==> src/rtl/receipt_stream_verifier.sv <==
// Consumer of the per-step execution receipt stream: rebuilds the XOR state hash and mu total,
// enforces the per-record invariants and reports a pass/fail verdict at end of stream.
module receipt_stream_verifier #(
    parameter int MAX_RECORDS = 256,
    parameter int CNT_W       = 16
) (
    input  logic             clk,
    input  logic             rst_n,
    input  logic             start,
    input  logic             s_valid,
    output logic             s_ready,
    input  logic [31:0]      s_data,
    input  logic             s_last,
    input  logic [255:0]     expect_hash,
    input  logic [63:0]      expect_mu,
    output logic             busy,
    output logic             done,
    output logic             pass,
    output logic [3:0]       err_code,
    output logic [CNT_W-1:0] record_count,
    output logic [255:0]     acc_out,
    output logic [63:0]      mu_total_out
);

    typedef enum logic [2:0] {IDLE, RECV, CHECK, FINAL, DONE} state_t;

    localparam logic [3:0] ERR_NONE    = 4'd0;
    localparam logic [3:0] ERR_FRAME   = 4'd1;
    localparam logic [3:0] ERR_PC      = 4'd2;
    localparam logic [3:0] ERR_MU_DEC  = 4'd3;
    localparam logic [3:0] ERR_OVERLAP = 4'd4;
    localparam logic [3:0] ERR_HASH    = 4'd5;
    localparam logic [3:0] ERR_MU      = 4'd6;
    localparam logic [3:0] ERR_OVF     = 4'd7;

    localparam logic [CNT_W:0] MAX_CNT = (CNT_W+1)'(MAX_RECORDS);

    state_t         state, state_nxt;
    logic [31:0]    words [10];
    logic [3:0]     wi;
    logic           last_flag;
    logic [255:0]   exp_hash;
    logic [63:0]    exp_mu;
    logic [31:0]    prev_pc, prev_md, prev_me;
    logic           xfer, frame_err;
    logic [255:0]   hash_word;
    logic [63:0]    mask_and;
    logic [3:0]     chk_err;

    assign s_ready   = (state == RECV);
    assign busy      = (state == RECV) || (state == CHECK) || (state == FINAL);
    assign done      = (state == DONE);
    assign xfer      = s_valid && s_ready;
    assign frame_err = xfer && s_last && (wi != 4'd9);
    assign hash_word = {words[2], words[3], words[4], words[5],
                        words[6], words[7], words[8], words[9]};
    assign mask_and  = {words[4], words[5]} & {words[6], words[7]};

    // Invariant checks on the completed record; earlier checks take precedence.
    always_comb begin
        // NOTE: every combinational output gets a default first so no path can infer a latch.
        chk_err = ERR_NONE;
        if (record_count != '0 && words[0] != prev_pc && words[0] != prev_pc + 32'd1)
            chk_err = ERR_PC;
        else if (words[2] < prev_md || words[3] < prev_me)
            chk_err = ERR_MU_DEC;
        else if (mask_and != 64'd0)
            chk_err = ERR_OVERLAP;
        else if ({1'b0, record_count} >= MAX_CNT)
            chk_err = ERR_OVF;
    end

    always_ff @(posedge clk) begin
        // NOTE: sequential state uses non-blocking assignments so every flop samples pre-edge values.
        if (!rst_n) state <= IDLE;
        else        state <= state_nxt;
    end

    always_comb begin
        state_nxt = state;
        if (start) begin
            state_nxt = RECV;
        end else begin
            case (state)
                RECV: begin
                    if (frame_err)                  state_nxt = DONE;
                    else if (xfer && wi == 4'd9)    state_nxt = CHECK;
                end
                CHECK: begin
                    if (chk_err != ERR_NONE)        state_nxt = DONE;
                    else if (last_flag)             state_nxt = FINAL;
                    else                            state_nxt = RECV;
                end
                FINAL:   state_nxt = DONE;
                default: state_nxt = state;
            endcase
        end
    end

    // NOTE: the record buffer carries no reset; every word is rewritten before CHECK reads it.
    always_ff @(posedge clk) begin
        if (xfer) words[wi] <= s_data;
    end

    always_ff @(posedge clk) begin
        if (!rst_n) begin
            wi           <= '0;
            last_flag    <= 1'b0;
            acc_out      <= '0;
            record_count <= '0;
            err_code     <= ERR_NONE;
            pass         <= 1'b0;
            mu_total_out <= '0;
            exp_hash     <= '0;
            exp_mu       <= '0;
            prev_pc      <= '0;
            prev_md      <= '0;
            prev_me      <= '0;
        end else if (start) begin
            wi           <= '0;
            last_flag    <= 1'b0;
            acc_out      <= '0;
            record_count <= '0;
            err_code     <= ERR_NONE;
            pass         <= 1'b0;
            mu_total_out <= '0;
            exp_hash     <= expect_hash;
            exp_mu       <= expect_mu;
            prev_pc      <= '0;
            prev_md      <= '0;
            prev_me      <= '0;
        end else begin
            case (state)
                RECV: begin
                    if (frame_err) begin
                        err_code <= ERR_FRAME;
                    end else if (xfer) begin
                        if (wi == 4'd9) begin
                            wi        <= '0;
                            last_flag <= s_last;
                        end else begin
                            wi <= wi + 4'd1;
                        end
                    end
                end
                CHECK: begin
                    acc_out      <= acc_out ^ hash_word;
                    record_count <= record_count + CNT_W'(1);
                    mu_total_out <= {32'd0, words[2]} + {32'd0, words[3]};
                    if (chk_err != ERR_NONE) begin
                        err_code <= chk_err;
                    end else begin
                        prev_pc <= words[0];
                        prev_md <= words[2];
                        prev_me <= words[3];
                    end
                end
                FINAL: begin
                    if (acc_out != exp_hash)         err_code <= ERR_HASH;
                    else if (mu_total_out != exp_mu) err_code <= ERR_MU;
                    else                             pass     <= 1'b1;
                end
                default: ;
            endcase
        end
    end

endmodule

==> config.mk <==
export PLATFORM = sky130hd
export DESIGN_NAME = receipt_stream_verifier
export DESIGN_NICKNAME = d
export VERILOG_FILES = /design/src/rtl/receipt_stream_verifier.sv
export SDC_FILE = /design/constraint.sdc
export NUM_CORES = 2
export LEC_CHECK = 0
export ABC_AREA = 1
export BUFFER_PORTS_ARGS = -buffer_cell sky130_fd_sc_hd__buf_4
export CAP_MARGIN = 20
export CORE_MARGIN = 10
export CORE_UTILIZATION = 45
export DETAILED_ROUTE_END_ITERATION = 12
export GPL_ROUTABILITY_DRIVEN = 1
export GPL_TIMING_DRIVEN = 0
export PLACE_DENSITY = 0.64
export REMOVE_ABC_BUFFERS = 1
export SETUP_SLACK_MARGIN = 0.5
export SLEW_MARGIN = 40
export SYNTH_ARGS = -nofsm -noshare
export SYNTH_HDL_FRONTEND = slang
export SYNTH_SLANG_ARGS = --single-unit
export TNS_END_PERCENT = 100
==> constraint.sdc <==
create_clock -name clk -period 5.2 [get_ports clk]
set_clock_uncertainty 0.1 [all_clocks]
set_input_delay 0.78 -clock clk [delete_from_list [all_inputs] [get_ports clk]]
set_output_delay 0.78 -clock clk [all_outputs]
set_load 0.01 [all_outputs]
==> run_results.csv <==
group,metric,value,unit
status,outcome,"complete, no violations",
flow_run,max_cap_viol_count,0,
synthesis,synth.area.top_cells,"sky130_fd_sc_hd__dfxtp_1 32%, sky130_fd_sc_hd__edfxtp_1 19%, sky130_fd_sc_hd__nor2_1 6.8%",
timing,slew_headroom,34.38,%
global_routing,grt_antenna_before_repair,25,
power,power_internal,13.67,mW
power,totalPowerFinal,18.15,mW
setup_path,setup.reg_to_reg.worst_slack,1.27,ns
setup_path,worst-r2r-cell-count,15,
cells_and_area,final_area,0.05640,mm^2
power,net-switching-power,4.475,mW
clock_tree,cts_root_buf,"sky130_fd_sc_hd__clkbuf_16",
synthesis,yosysWarnings,0,
cells_and_area,filler_cell_count,9099,
clock_tree,cts.sinks,1021,
clock_tree,path_clk_slew,0.06,ns
synthesis,async_flop_share,0,%
routing,drt-initial-drc-count,4022,
routing,via_count,41080,
global_routing,globalRouteTotalUtil,31.91,%
clock_tree,clk-insertion-delay-late,0.72,ns
setup_path,critical_path_peak_fanout,36,
power,share_seq_of_total_power,46.7,%
cells_and_area,fin_cells,7428,
timing,fmaxAchievable,0.2543,GHz
clock_tree,ctsLongestPathBuffers,3,
power,power.share.switching,24.66,%
global_routing,grt_max_degree,89,
clock_tree,tritoncts,"yes",
timing,timing.final.setup_violations,0,
synthesis,synth_area_leader_cell,"sky130_fd_sc_hd__dfxtp_1",
timing,worst_hold_slack,0.1792,ns
setup_path,worst_reg2reg_path_startpoint,"words[3][7]",
min_path,hold_path_endpoint,"exp_hash[40]",
setup_path,worst_r2r_endpoint,"prev_md[9]",
placed_design,dp.cells,7218,
power,power.density,321.7,mW/mm^2
power,comb_power_share,8.0,%
die,placementRows,116,
timing,hold_fails_final_rpt,0,
placed_design,io_buffers,668,
placed_design,dpl-instance-area,0.05264,mm^2
synthesis,synth_largest_type_area_fraction,32.47,%
routing,dr.pass1.iters,6,
clock_tree,cts-hold-fix-buffers,0,
synthesis,synth.ff_latch_count,1021,
power,pwr-share-clk,45.3,%
global_routing,globalRoute.totalOverflow,0,
clock_tree,htree_num_levels,3,
clock_tree,postCtsSetupBuffers,0,
setup_path,end_kind,"flop",
placed_design,routabilityCongestion,0.9448,
setup_path,crit_required,5.73,ns
synthesis,post_synth_most_frequent_cells,"821 x sky130_fd_sc_hd__nor2_1, 733 x sky130_fd_sc_hd__dfxtp_1, 698 x sky130_fd_sc_hd__nand2_1, 497 x sky130_fd_sc_hd__a21oi_1, 475 x sky130_fd_sc_hd__o21ai_0",
global_routing,wire_length_of_the_first_global_routing_pass,266200,um
die,core_area,0.09986,mm^2
cells_and_area,num-nets-final,6487,
global_routing,via_count_of_the_first_global_routing_pass,38690,
min_path,hold_depth,3,
setup_path,worst_ep_arrival_time,4.46,ns
min_path,worstHoldPathType,"in -> reg",
die,num_io_pins,701,
routing,post-route-drc-count,0,
min_path,hold_start,"expect_hash[40]",
routing,finalWirelength,188800,um
routing,drt-vias-per-instance,5.530,
routing,detail-route-antenna-nets,0,
power,power.static_leakage,23.65,nW
timing,rsz_0062_raised_after_global_routing,"false",
synthesis,netlist_instances,5407,
routing,routed_wire_length_per_instance,25.42,um
timing,drv_slew,0,
die,initial_core_util,45.26,%
clock_tree,cts-buffers-inserted,110,
synthesis,most_repeated_cell_in_the_gate_level_netlist_after_synthesis,"sky130_fd_sc_hd__nor2_1",
die,die-width,336.9,um
cells_and_area,areaGrowthSynthToFinish,24.80,%
timing,final.period_utilization,75.62,%
synthesis,yosys_most_used_dff,"sky130_fd_sc_hd__dfxtp_1",
synthesis,avgSynthCellArea,8.359,um^2
timing,final_period_minus_worst_setup_slack,3.932,ns
synthesis,synth.lib_cells_used.distinct,47,
setup_path,critPathKind,"reg -> reg",
power,peakVddDrop,0.2365,mV
cells_and_area,drive_gt1_share,15.84,%
cells_and_area,register_area,0.02332,mm^2
clock_tree,post_cts_resized,0,
placed_design,post-dp-hpwl,146900,um
setup_path,timing.critical_path.from_type,"flop",
synthesis,synth.yosys.seq_area_share,51.60,%
timing,tightest_pin_transition,0.9772,ns
die,dieHeight,336.9,um
synthesis,syn-cell-area,0.04519,mm^2
die,dieArea,0.1135,mm^2
synthesis,synth-edff-count,288,
cells_and_area,multi_input_area,0.01942,mm^2
-- placed cells by master, fill, tap and decap left out, types with 9 or more instances in the layout --
cell                        count
sky130_fd_sc_hd__o21ai_0      475
sky130_fd_sc_hd__o21ai_1       63
sky130_fd_sc_hd__nor4_1        28
sky130_fd_sc_hd__clkbuf_16    111
sky130_fd_sc_hd__dfxtp_1      733
sky130_fd_sc_hd__ha_1          97
sky130_fd_sc_hd__clkbuf_1      22
sky130_fd_sc_hd__xor2_1        82
sky130_fd_sc_hd__buf_8         16
sky130_fd_sc_hd__nand3_1      114
sky130_fd_sc_hd__inv_1        404
sky130_fd_sc_hd__xnor2_1      176
sky130_fd_sc_hd__edfxtp_1     288
sky130_fd_sc_hd__o21bai_1      19
sky130_fd_sc_hd__clkinv_1      12
sky130_fd_sc_hd__nand2_1      698
sky130_fd_sc_hd__o22ai_1        9
sky130_fd_sc_hd__clkbuf_8       9
sky130_fd_sc_hd__o211ai_1       9
sky130_fd_sc_hd__nor2_4        13
sky130_fd_sc_hd__buf_16        47
sky130_fd_sc_hd__buf_4        674
sky130_fd_sc_hd__conb_1        32
sky130_fd_sc_hd__and3_1       206
sky130_fd_sc_hd__xnor2_2       14
sky130_fd_sc_hd__a21oi_1      497
sky130_fd_sc_hd__nor3_1       254
sky130_fd_sc_hd__clkinv_2      23
sky130_fd_sc_hd__nand4_1       79
sky130_fd_sc_hd__nor2_1       812
sky130_fd_sc_hd__bufinv_16     15
-- stage by stage --
stage | util [%] | setup slack (ns) | setup TNS (ns)
6_report | 56.49 | 1.268 | 0
5_1_grt | 56.48 | 1.056 | 0
4_1_cts | 56.47 | 1.303 | 0
3_5_place_dp | 52.71 | 1.330 | 0
3_3_place_gp | 50.79 | -32.44 | -
2_1_floorplan | - | -15.31 | -4728.41
-- worst max-delay path: stages (launching register included) --
cell,delay (ns)
sky130_fd_sc_hd__edfxtp_1,0.50
sky130_fd_sc_hd__ha_1,0.35
sky130_fd_sc_hd__nand2_1,0.07
sky130_fd_sc_hd__o21a_1,0.18
sky130_fd_sc_hd__nand2_1,0.14
sky130_fd_sc_hd__nand2_1,0.07
sky130_fd_sc_hd__nand2_1,0.20
sky130_fd_sc_hd__nand2_1,0.07
sky130_fd_sc_hd__nand2_1,0.24
sky130_fd_sc_hd__nand2_1,0.11
sky130_fd_sc_hd__nor2_1,0.29
sky130_fd_sc_hd__nand3_4,0.42
sky130_fd_sc_hd__buf_12,0.33
sky130_fd_sc_hd__inv_4,0.35
sky130_fd_sc_hd__o21ai_0,0.19
sky130_fd_sc_hd__nor2_1,0.14
-- metal layers --
layer	routed length [um]	vias up	part of all wire [%]	track usage (%)
met5	118	-	0.063	0
met4	9633	20	5.1	14.29
met1	74120	19480	39	39.81
met2	86560	1833	46	51.80
met3	18360	374	9.7	7.956
li1	-	19370	-	-
-- final cells by class --
cell class | instances | share of cell area [%]
Sequential cell | 1021 | 41.35
Multi-Input combinational cell | 3743 | 34.42
Timing Repair Buffer | 746 | 11.91
Clock buffer | 142 | 5.291
Tap cell | 1298 | 2.879
Inverter | 410 | 2.755
Clock inverter | 63 | 1.366
Antenna cell | 5 | 0.02218
-- state kept, by name, summed over array words and instances, names as in the netlist --
register / count
wi: 4
pass: 1
state: 3
prev_pc: 32
prev_me: 32
acc_out: 256
exp_hash: 256
record_count: 16
prev_md: 32
last_flag: 1
err_code: 3
exp_mu: 64
mu_total_out: 33
words: 288
-- power by group through the flow --
stage / sequential, mW / combinational, mW / clock (mW)
detailed placement: 8.65 / 1.43 / 0
floorplan: 8.62 / 0.635 / 0
CTS: 8.47 / 1.44 / 8.27
finish: 8.47 / 1.46 / 8.21
global route: 8.49 / 1.54 / 8.59
global placement: 8.64 / 1.44 / 0
-- how the worst max path moves through the flow --
stage               slack (ns)         from  cells past startpoint          endpoint
finish                    1.27  words[3][7]                     15        prev_md[9]
global placement        -32.44     state[1]                     13  record_count[14]
global route              1.06     state[2]                     18  record_count[14]
floorplan               -15.31     state[2]                     14  record_count[14]
CTS                       1.30  words[3][7]                     15        prev_md[9]
detailed placement        1.33  words[3][7]                     15        prev_md[9]
-- kinds of logic after synthesis --
group | share of synthesized area, %
and+or+nand+nor | 21.68
DFF | 51.60
other | 0.008297
xor gates and xnor gates | 5.291
buffers and inverters | 6.143
adders and majority gates | 2.730
AOI/OAI and AO/OA | 12.55
Note: power is estimated with default switching activity, not from simulation.
